### src/rtl/hqm_jg_clk_sched.sv
// Clock-generator schedule sequencer: steps a small table of {mode, freq, punch, dwell} entries,
// switching only on the generator's wrap boundary. Define HQM_JG_CLK_SCHED_LOOP_EN to repeat the table.
module hqm_jg_clk_sched #(
  parameter int WIDTH   = 4,
  parameter int DEPTH   = 8,
  parameter int DWELL_W = 8
) (
  input  logic                          reference_clk,
  input  logic                          reference_rst_n,
  input  logic                          cfg_we,
  input  logic [$clog2(DEPTH)-1:0]      cfg_addr,
  input  logic [2+2*WIDTH+DWELL_W-1:0]  cfg_wdata,
  input  logic                          start,
  input  logic                          stop,
  output logic [1:0]                    mode,
  output logic [WIDTH-1:0]              freq,
  output logic [WIDTH-1:0]              punch,
  output logic                          busy,
  output logic [$clog2(DEPTH)-1:0]      cur_idx,
  output logic                          done,
  output logic                          cfg_err
);

  // state | meaning
  // IDLE  | idle outputs applied, waiting for start
  // ALIGN | waiting for the generator boundary to apply entry[idx] or finish
  // DWELL | entry applied, dwell timer counting down

  localparam int AW = $clog2(DEPTH);
  localparam int EW = 2 + 2*WIDTH + DWELL_W;
  localparam logic [AW-1:0] LAST_IDX = AW'(DEPTH-1);

`ifdef HQM_JG_CLK_SCHED_LOOP_EN
  localparam bit LOOP_EN = 1'b1;
`else
  localparam bit LOOP_EN = 1'b0;
`endif

  typedef enum logic [1:0] {
    IDLE  = 2'd0,
    ALIGN = 2'd1,
    DWELL = 2'd2
  } state_t;

  state_t               state_q, state_d;
  logic [EW-1:0]        tbl_q [DEPTH];
  logic [WIDTH-1:0]     cnt_q;
  logic [AW-1:0]        idx_q;
  logic [AW-1:0]        cur_idx_q;
  logic [DWELL_W-1:0]   dwell_q;
  logic                 end_q, end_d;
  logic [1:0]           mode_q;
  logic [WIDTH-1:0]     freq_q;
  logic [WIDTH-1:0]     punch_q;
  logic                 done_q;
  logic                 cfg_err_q;

  logic                 bnd;
  logic                 go_start, go_load, go_adv, go_idle;

  logic [EW-1:0]        ent;
  logic [1:0]           ent_mode;
  logic [WIDTH-1:0]     ent_freq;
  logic [WIDTH-1:0]     ent_punch;
  logic [DWELL_W-1:0]   ent_dwell;

  logic [1:0]           wr_mode;
  logic [WIDTH-1:0]     wr_freq;
  logic [WIDTH-1:0]     wr_punch;
  logic                 wr_bad;
  logic                 wr_ok;

  assign busy    = (state_q != IDLE);
  assign mode    = mode_q;
  assign freq    = freq_q;
  assign punch   = punch_q;
  assign cur_idx = cur_idx_q;
  assign done    = done_q;
  assign cfg_err = cfg_err_q;

  // Mirror of the generator's counter: changes are only safe where it wraps.
  assign bnd = (cnt_q == (freq_q - WIDTH'(1)));

  assign ent       = tbl_q[idx_q];
  assign ent_mode  = ent[EW-1 -: 2];
  assign ent_freq  = ent[EW-3 -: WIDTH];
  assign ent_punch = ent[DWELL_W+WIDTH-1 -: WIDTH];
  assign ent_dwell = ent[DWELL_W-1:0];

  assign wr_mode  = cfg_wdata[EW-1 -: 2];
  assign wr_freq  = cfg_wdata[EW-3 -: WIDTH];
  assign wr_punch = cfg_wdata[DWELL_W+WIDTH-1 -: WIDTH];
  assign wr_bad   = (wr_freq == '0) || ((wr_mode == 2'd2) && (wr_punch >= wr_freq));
  assign wr_ok    = cfg_we && !busy && !wr_bad;

  always_ff @(posedge reference_clk or negedge reference_rst_n) begin
    if (!reference_rst_n) begin
      for (int i = 0; i < DEPTH; i++) begin
        tbl_q[i] <= '0;
      end
    end else begin
      for (int i = 0; i < DEPTH; i++) begin
        if (wr_ok && (cfg_addr == AW'(i))) begin
          tbl_q[i] <= cfg_wdata;
        end
      end
    end
  end

  always_ff @(posedge reference_clk or negedge reference_rst_n) begin
    if (!reference_rst_n) begin
      state_q <= IDLE;
      end_q   <= 1'b0;
    end else begin
      state_q <= state_d;
      end_q   <= end_d;
    end
  end

  always_comb begin
    state_d  = state_q;
    end_d    = end_q;
    go_start = 1'b0;
    go_load  = 1'b0;
    go_adv   = 1'b0;
    go_idle  = 1'b0;
    case (state_q)
      IDLE: begin
        if (start && !stop) begin
          go_start = 1'b1;
          end_d    = 1'b0;
          state_d  = ALIGN;
        end
      end
      ALIGN: begin
        if (stop) end_d = 1'b1;
        if (bnd) begin
          if (end_q || stop || (ent_dwell == '0)) begin
            go_idle = 1'b1;
          end else begin
            go_load = 1'b1;
            // A one-cycle dwell is already spent by the load cycle itself.
            if (ent_dwell == DWELL_W'(1)) go_adv = 1'b1;
            else                          state_d = DWELL;
          end
        end
      end
      DWELL: begin
        if (stop) end_d = 1'b1;
        if ((end_q || stop) && bnd) go_idle = 1'b1;
        else if (dwell_q <= DWELL_W'(2)) go_adv = 1'b1;
      end
      default: state_d = IDLE;
    endcase
    if (go_adv) begin
      state_d = ALIGN;
      if (!LOOP_EN && (idx_q == LAST_IDX)) end_d = 1'b1;
    end
    if (go_idle) begin
      state_d = IDLE;
      end_d   = 1'b0;
    end
  end

  always_ff @(posedge reference_clk or negedge reference_rst_n) begin
    if (!reference_rst_n) begin
      cnt_q     <= '0;
      idx_q     <= '0;
      cur_idx_q <= '0;
      dwell_q   <= '0;
      mode_q    <= 2'd0;
      freq_q    <= WIDTH'(1);
      punch_q   <= '0;
      done_q    <= 1'b0;
      cfg_err_q <= 1'b0;
    end else begin
      cnt_q     <= bnd ? '0 : (cnt_q + WIDTH'(1));
      done_q    <= go_idle;
      cfg_err_q <= cfg_we && !wr_ok;

      if (go_start)    idx_q <= '0;
      else if (go_adv) idx_q <= idx_q + AW'(1);

      if (go_load) begin
        mode_q    <= ent_mode;
        freq_q    <= ent_freq;
        punch_q   <= ent_punch;
        cur_idx_q <= idx_q;
        dwell_q   <= ent_dwell;
      end else if (go_idle) begin
        mode_q    <= 2'd0;
        freq_q    <= WIDTH'(1);
        punch_q   <= '0;
        dwell_q   <= '0;
      end else if (state_q == DWELL) begin
        dwell_q   <= dwell_q - DWELL_W'(1);
      end
    end
  end

endmodule

### config.mk
export PLATFORM = sky130hd
export DESIGN_NAME = hqm_jg_clk_sched
export DESIGN_NICKNAME = d
export VERILOG_FILES = /design/src/rtl/hqm_jg_clk_sched.sv
export SDC_FILE = /design/constraint.sdc
export NUM_CORES = 1
export LEC_CHECK = 0
export CAP_MARGIN = 20
export CORE_UTILIZATION = 67
export CTS_BUF_LIST = sky130_fd_sc_hd__clkbuf_2
export DETAILED_ROUTE_END_ITERATION = 8
export GPL_ROUTABILITY_DRIVEN = 1
export PLACE_DENSITY = 0.94
export REMOVE_ABC_BUFFERS = 1
export SLEW_MARGIN = 20
export SYNTH_ARGS = -nofsm -noshare
export SYNTH_HDL_FRONTEND = slang
export SYNTH_SLANG_ARGS = --single-unit
### constraint.sdc
create_clock -name reference_clk -period 5.9 [get_ports reference_clk]
set_input_delay 1.475 -clock reference_clk [delete_from_list [all_inputs] [get_ports reference_clk]]
set_output_delay 1.475 -clock reference_clk [all_outputs]
set_load 0.1 [all_outputs]
# Word level (Yosys, flattened, before mapping)
# Index checks and enable logic that the tools add are counted.
# op_classes
addsub,4
n_lt_le_gt_ge,3
eq_ne,18
mux,43
n_bitwise,1
n_reduce_logical,31
# op_table
op,n
18-bit binary-select mux with 3-bit select,1
18-bit 2-to-1 mux,2
8-bit 2-to-1 mux,3
4-bit 2-to-1 mux,5
1-bit 2-to-1 mux,18
2-bit 2-to-1 mux,8
4-bit inequality test (second input constant),4
3-bit == test (second input constant),5
1-bit logical AND,14
8-bit by 1-bit == test with 1-bit output (second input constant),1
8-bit by 2-bit <= comparator with 1-bit output (second input constant),1
8-bit zero test,1
8-bit by 1-bit subtractor with 8-bit output (second input constant),1
3-bit by 2-bit == test with 1-bit output (second input constant),2
3-bit 2-to-1 mux,2
1-bit one-hot mux with 2 select lines,3
2-bit one-hot mux with 3 select lines,1
2-bit nonzero test,3
5-bit AND reduction,1
4-bit by 1-bit adder with 4-bit output (second input constant),1
2-bit == test (second input constant),2
4-bit == test,1
4-bit greater-or-equal comparator,1
4-bit greater-or-equal comparator (second input constant),1
other kinds (13),18
# totals
register_bits,177
in_bits,26
word_cells,119

# Logic depth before layout (Yosys ltp)
# Gate-level depths: netlist (run 1).
# logic_depth
word_depth,11
mapped_depth,10
ltp_nobuf,8

# Least setup slack after synthesis (run 1)
# OpenSTA, ideal clock, no wires.
# synth_timing
path_kind,input port to flip-flop
startpoint,input cfg_wdata[13]
endpoint,register tbl_q[100] in the netlist's numbering
setup_ps,125
t_arrival_ps,3645
slack_ps,2131
stages,9
n_path_buf,2
cell_sequence,clkbuf_1 > inv_1 > ha_1 > a21o_1 > a21o_1 > a21oi_2 > o2111ai_1 > clkbuf_1 > mux2_2
# synth_between
elab_chain_len,6
# synth_rtl
item,line,text
start: declaration,12,"input logic [2+2*WIDTH+DWELL_W-1:0] cfg_wdata,"
4-bit greater-or-equal comparator,93,assign wr_bad = (wr_freq == '0) || ((wr_mode == 2'd2) && (wr_punch >= wr_freq));
1-bit logical AND,93,
1-bit logical OR (*),93,
1-bit zero test (*),94,assign wr_ok = cfg_we && !busy && !wr_bad;
1-bit logical AND (*),94,
1-bit logical AND (*),103,if (wr_ok && (cfg_addr == AW'(i))) begin
end signal: indexed assignment,104,tbl_q[i] <= cfg_wdata;
end: declaration,46,logic [EW-1:0] tbl_q [DEPTH];
# Every way passes the cells marked *; elsewhere a longest branch is shown, timed or not.
# A chain may end at the register's enable or synchronous reset.

# Worst setup path in the final report (run 1)
# layout_timing
startpoint,register state_q[0]
endpoint,output busy
# layout_between
elab_chain_len,1
# layout_rtl
item,line,text
start: declaration,45,"state_t state_q, state_d;"
start signal: assignment,115,state_q <= state_d;
2-bit nonzero test,73,assign busy = (state_q != IDLE);
end: declaration,18,"output logic busy,"
# No other way between the ends.

==> impl_metrics.toml, run 1 <==
[run_status]
status = "complete, no violations"

[die]
fp.dieH_um = 114.1
initial_core_util = 0.6948
pin_count = 42
coreArea_um2 = 12110
die_w_um = 114.1
die-area_um2 = 13010
fp-row-count = 40

[final_layout]
design_area_um2 = 9269
post-route-util = 0.7653
layout_commonest_cell = "dfrtp_1"
final_cell_mix = "dfrtp_1 (174), mux2_2 (161), clkdlybuf4s50_1 (40)"
layout-drive-gt1-share = 0.4048
syn2layout_area_growth_pct = 10.14
n_fill_cell = 726
antenna_cells_inserted = 0
nNetsFinal = 653
layout.cells.non_filler = 793

[synth]
synthArstFlopShare = 1.000
ys_types = 54
synth-seq-cells = 177
syn_avg_cell_area_um2 = 14.69
synthFlopType = "dfrtp_1"
seq_area_frac_synth = 0.5265
synth_edf_count = 0
synthCells = 573
yosysWarnings = 0
syn_area_um2 = 8416

[worst_setup_path]
worst_ep_required_time_ns = 4.43
r2r-end = "punch[1]$_DFFE_PN0P_"
worstPathMaxFanout = 4
start_kind = "register"
rrSetupSlack_ns = 2.14
reg2reg_depth = 6
critPathArrivalTime_ns = 2.82
endpoint = "busy"
critPathCaptureType = "output port"
startpoint = "state_q[0]$_DFFE_PN0P_"
reg2reg_from = "idx_q[1]$_DFFE_PN0P_"
critPathKind = "reg2out"

[sta]
worst_pin_slew_ns = 1.063
holdWs_ns = 0.5291
skew_ns = 0.02958
report.final.hold_viol_count = 0
tns_ns = 0
slew_violations = 0
finalCriticalPeriod_ns = 4.299
fin_crit_sh = 0.7286
rsz0062_at_grt = "false"
finalWorstSetupSlack_ns = 1.601
max_slew_margin = 0.2913
setup_violations = 0
timing.fmax_ghz = 0.2326

[pwr]
p_leak_nw = 3.938
p_switching_mw = 1.522
vdd_drop_max_uv = 278.4
swShare = 0.3479
p_total_mw = 4.376
power_frac_seq = 0.480
powerDensity_nw_per_um2 = 472.1
p_clk_frac = 0.142
comb_power_share = 0.378
p_int_mw = 2.854

[route]
drt-total-wl_um = 17080
vias_per_cell = 6.332
vias = 5021
first_pass_iters = 5
ant_nets = 0
drt_iter0_markers = 308
drc = 0
routedWlPerCell_um = 21.54

[cts]
htree_levels = 4
clk_pin_slew_worst_paths_ns = 0.21
clk_latency_ns = 0.77
cts_resized = 0
root_buffer = "clkbuf_2"
cts_tree = "built"
cts_buffer_depth = 2
hold_buffers = 0
clock-sinks = 177
cts_made_buffers = 17
cts_setup_buffers = 0

[global_route]
grt.overflow.total = 0
grt_max_degree = 92
grt_usage = 0.2948
grt_pass1_vias = 5386
antenna_found_initial = 0
grt_pass1_wl_um = 28010

[hold_path]
min_path_cells = 1
min_path_type = "reg2reg"

[job]
maxCapViolations = 0

[placed_design]
portBuffers = 41
dp_hpwl_um = 11400
place_area_um2 = 9010
place_ws_ns = 1.149
gp_routability_congestion = 0.8012
dp.cells = 761
[worst max-delay path, cell delays in order, from the launching register on]
cell and delay [ns]:
dfrtp_1 0.46, inv_1 0.10, ha_1 0.28, inv_1 0.10
clkdlybuf4s50_1 1.13
[power groups by stage]
stage / Sequential [mW] / Clock, mW / Combinational (mW)
2_1_floorplan: 2.23 / 0 / 1.08
3_3_place_gp: 2.06 / 0 / 1.56
3_5_place_dp: 2.12 / 0 / 1.65
4_1_cts: 2.09 / 0.630 / 1.66
5_1_grt: 2.16 / 0.677 / 1.78
6_report: 2.10 / 0.622 / 1.65
[worst min path at each step]
| stage | startpoint | slack (ns) | end |
|---|---|---|---|
| 2_1_floorplan | tbl_q[109]$_DFFE_PN0P_ | 0.47 | tbl_q[109]$_DFFE_PN0P_ |
| 3_3_place_gp | tbl_q[7]$_DFFE_PN0P_ | 0.48 | tbl_q[7]$_DFFE_PN0P_ |
| 3_5_place_dp | tbl_q[107]$_DFFE_PN0P_ | 0.49 | tbl_q[107]$_DFFE_PN0P_ |
| 4_1_cts | tbl_q[107]$_DFFE_PN0P_ | 0.53 | tbl_q[107]$_DFFE_PN0P_ |
| 5_1_grt | tbl_q[76]$_DFFE_PN0P_ | 0.54 | tbl_q[76]$_DFFE_PN0P_ |
| 6_report | tbl_q[82]$_DFFE_PN0P_ | 0.53 | tbl_q[82]$_DFFE_PN0P_ |
[cell families after synthesis]
kind of cell               after synthesis  synth area share
muxes                                  208            0.3281
xor gates and xnor gates                12           0.01427
and+or+nand+nor                         67           0.04356
adders and majority gates               15           0.02230
DFF                                    177            0.5265
buffers and inverters                   46           0.02512
AOI/OAI and AO/OA                       48           0.04014
[cell usage after synthesis, types with 3 or more instances]
| cell type | number | area, um^2 |
|---|---|---|
| a21oi_1 | 8 | 40.04 |
| buf_2 | 7 | 35.03 |
| buf_6 | 3 | 33.78 |
| clkbuf_1 | 17 | 63.81 |
| dfrtp_1 | 176 | 4404 |
| ha_1 | 15 | 187.7 |
| inv_1 | 15 | 56.30 |
| mux2_2 | 161 | 1813 |
| mux2i_1 | 10 | 100.1 |
| mux4_1 | 6 | 157.7 |
| mux4_2 | 30 | 675.7 |
| nand2_1 | 17 | 63.81 |
| nand3_1 | 3 | 15.01 |
| nor2_1 | 14 | 52.55 |
| nor2b_1 | 3 | 18.77 |
| nor3_1 | 6 | 30.03 |
| nor4_1 | 4 | 25.02 |
| o2111ai_1 | 8 | 70.07 |
| o211ai_1 | 3 | 22.52 |
| o21ai_0 | 6 | 30.03 |
| o22ai_1 | 10 | 62.56 |
| xnor2_1 | 6 | 52.55 |
| xor2_1 | 5 | 43.79 |
[flip-flops by register name, summed over array words and instances, names as in the netlist]
register	cells
cfg_err	1
cnt_q	4
state_q	2
end_q	1
punch	4
mode	2
tbl_q	144
freq	4
idx_q	3
dwell_q	8
cur_idx	3
done	1
[area by class of cell]
cell class	instances	area [um^2]	share of cell area
Sequential cell	177	4433	0.4783
Inverter	15	56.30	0.006075
Clock buffer	18	90.09	0.009719
Multi-Input combinational cell	350	3846	0.4150
Clock inverter	14	146.4	0.01579
Timing Repair Buffer	51	486.7	0.05251
Tap cell	168	210.2	0.02268
[layer usage]
layer / wire, um / track usage / share of wire / vias to the layer above
met5: 0 / 0 / 0 / -
met2: 8977 / 0.5022 / 0.53 / 141
met4: 416 / 0.1160 / 0.024 / 0
li1: - / - / - / 2213
met3: 813 / 0.06035 / 0.048 / 37
met1: 6872 / 0.3753 / 0.40 / 2630
No activity file was read; power rests on OpenSTA's default activity.
==> run 2: changes to the inputs <==
CORE_UTILIZATION = 56   (was 67)
PLACE_DENSITY = 0.85   (was 0.94)
clock period = 3.5 ns   (was 5.9 ns; I/O delays follow)
==> impl_metrics.toml, run 2 (synthesis results as in run 1) <==
[route]
routedWlPerCell_um = 21.57
vias_per_cell = 6.193
drt-total-wl_um = 18030
vias = 5177
first_pass_iters = 4
ant_nets = 0
drc = 0
drt_iter0_markers = 368

[hold_path]
min_path_type = "in2async"

[final_layout]
nNetsFinal = 679
final_cell_mix = "dfrtp_1 (174), mux2_2 (161), buf_4 (48)"
layout_commonest_cell = "dfrtp_1"
layout-drive-gt1-share = 0.4593
reg.largest.list = "tbl_q: 144 flops, dwell_q: 8 flops"
post-route-util = 0.6491
top_register = "tbl_q"
largest_reg_flops = 144
syn2layout_area_growth_pct = 12.52
n_fill_cell = 1058

[sta]
report.final.hold_viol_count = 0
skew_ns = 0.02706
fin_crit_sh = 0.8907
rsz0062_at_grt = "false"
max_slew_margin = 0.4648
finalCriticalPeriod_ns = 3.117
timing.fmax_ghz = 0.3208
slew_violations = 0
worst_pin_slew_ns = 0.7998
setup_violations = 0
holdWs_ns = 0.02618

[global_route]
grt_pass1_vias = 5506
grt_max_degree = 67
grt.overflow.total = 0
antenna_found_initial = 1
grt_pass1_wl_um = 29520
grt_usage = 0.2487

[pwr]
powerDensity_nw_per_um2 = 778.1
p_total_mw = 7.368
vdd_drop_max_uv = 419.7
p_leak_nw = 4.097

[die]
die-area_um2 = 15520
pin_count = 42
initial_core_util = 0.5768
die_w_um = 124.6
fp-row-count = 44
coreArea_um2 = 14590
fp.dieH_um = 124.6

[job]
maxCapViolations = 0

[placed_design]
portBuffers = 41
gp_routability_congestion = 0.8588
dp_hpwl_um = 12680

[cts]
cts_made_buffers = 17
cts_resized = 0
cts_tree = "built"
hold_buffers = 0
cts_setup_buffers = 0
clock-sinks = 177
root_buffer = "clkbuf_2"
htree_levels = 4
clk_pin_slew_worst_paths_ns = 0.24
clk_latency_ns = 0.77
cts_buffer_depth = 2

[worst_setup_path]
worstPathMaxFanout = 13
worst_ep_required_time_ns = 4.19
critPathCaptureType = "register"
critPathArrivalTime_ns = 3.81
start_kind = "register"
critPathKind = "reg2reg"

[run_status]
status = "complete, no violations"
==> run 2: cell count changes in the layout (fill, tap and decap cells not counted), moves of 3 or more <==
cell and delta:
buf_12 +4, buf_4 +38, clkdlybuf4s50_1 -16, clkinv_1 -4
clkinvlp_4 +3
==> run 2: area by class of cell <==
| type | instances | area (um^2) | area share |
|---|---|---|---|
| antenna | 1 | 2.502 | 0.0002643 |
| clock buffer | 19 | 95.09 | 0.01004 |
| clock inverter | 13 | 136.4 | 0.01440 |
| inverter | 15 | 56.30 | 0.005946 |
| multi-input combinational | 350 | 3824 | 0.4038 |
| sequential | 177 | 4433 | 0.4682 |
| tap | 184 | 230.2 | 0.02431 |
| timing repair buffer | 77 | 691.9 | 0.07307 |
==> run 2: path summary, 6_finish.rpt <==
check,start,endpoint,slack [ns],cells after the start
setup / recovery,idx_q[0]$_DFFE_PN0P_,punch[1]$_DFFE_PN0P_,0.38,8
hold / removal,reference_rst_n,tbl_q[92]$_DFFE_PN0P_,0.03,1
setup reg to reg,idx_q[0]$_DFFE_PN0P_,punch[1]$_DFFE_PN0P_,0.38,8
hold reg to reg,cnt_q[0]$_DFF_PN0_,cnt_q[0]$_DFF_PN0_,0.53,1
max in group asynchronous,reference_rst_n,tbl_q[51]$_DFFE_PN0P_,2.54,3
min in group reference_clk,cnt_q[0]$_DFF_PN0_,cnt_q[0]$_DFF_PN0_,0.53,1
==> run 2: per-layer routing <==
layer	track usage	vias to the layer above	wire, um
li1	-	2276	-
met1	0.3249	2748	7720
met2	0.4199	123	9406
met3	0.04210	30	602
met4	0.08930	0	302
met5	0	-	0
==> run 2: stage by stage <==
step | cell area (um^2) | instances | TNS, ns | setup WS [ns]
after floorplan | 8260 | 542 | -1.271 | -0.1291
after detailed placement | 9235 | 803 | -1.392 | -0.04087
after global placement | 9235 | 803 | 0 | 0.02944
after CTS | 9467 | 835 | 0 | 0.3762
final | 9469 | 836 | 0 | 0.3827
after global routing | 9469 | 836 | 0 | 0.2128
==> run 2: power by group <==
group          internal (mW)  leakage [nW]  switching, mW
clock                  0.332         0.137          0.693
sequential              2.98          2.18          0.558
combinational           1.45          1.78           1.35
total                   4.76          4.10           2.60
==> run 2: worst max-delay path: stages, from the launching register on <==
cell	delay [ns]
dfrtp_2	0.64
mux4_1	0.61
mux2_4	0.33
nor4_4	0.46
a31o_2	0.36
buf_4	0.24
buf_4	0.18
nand2_1	0.06
o22ai_1	0.15
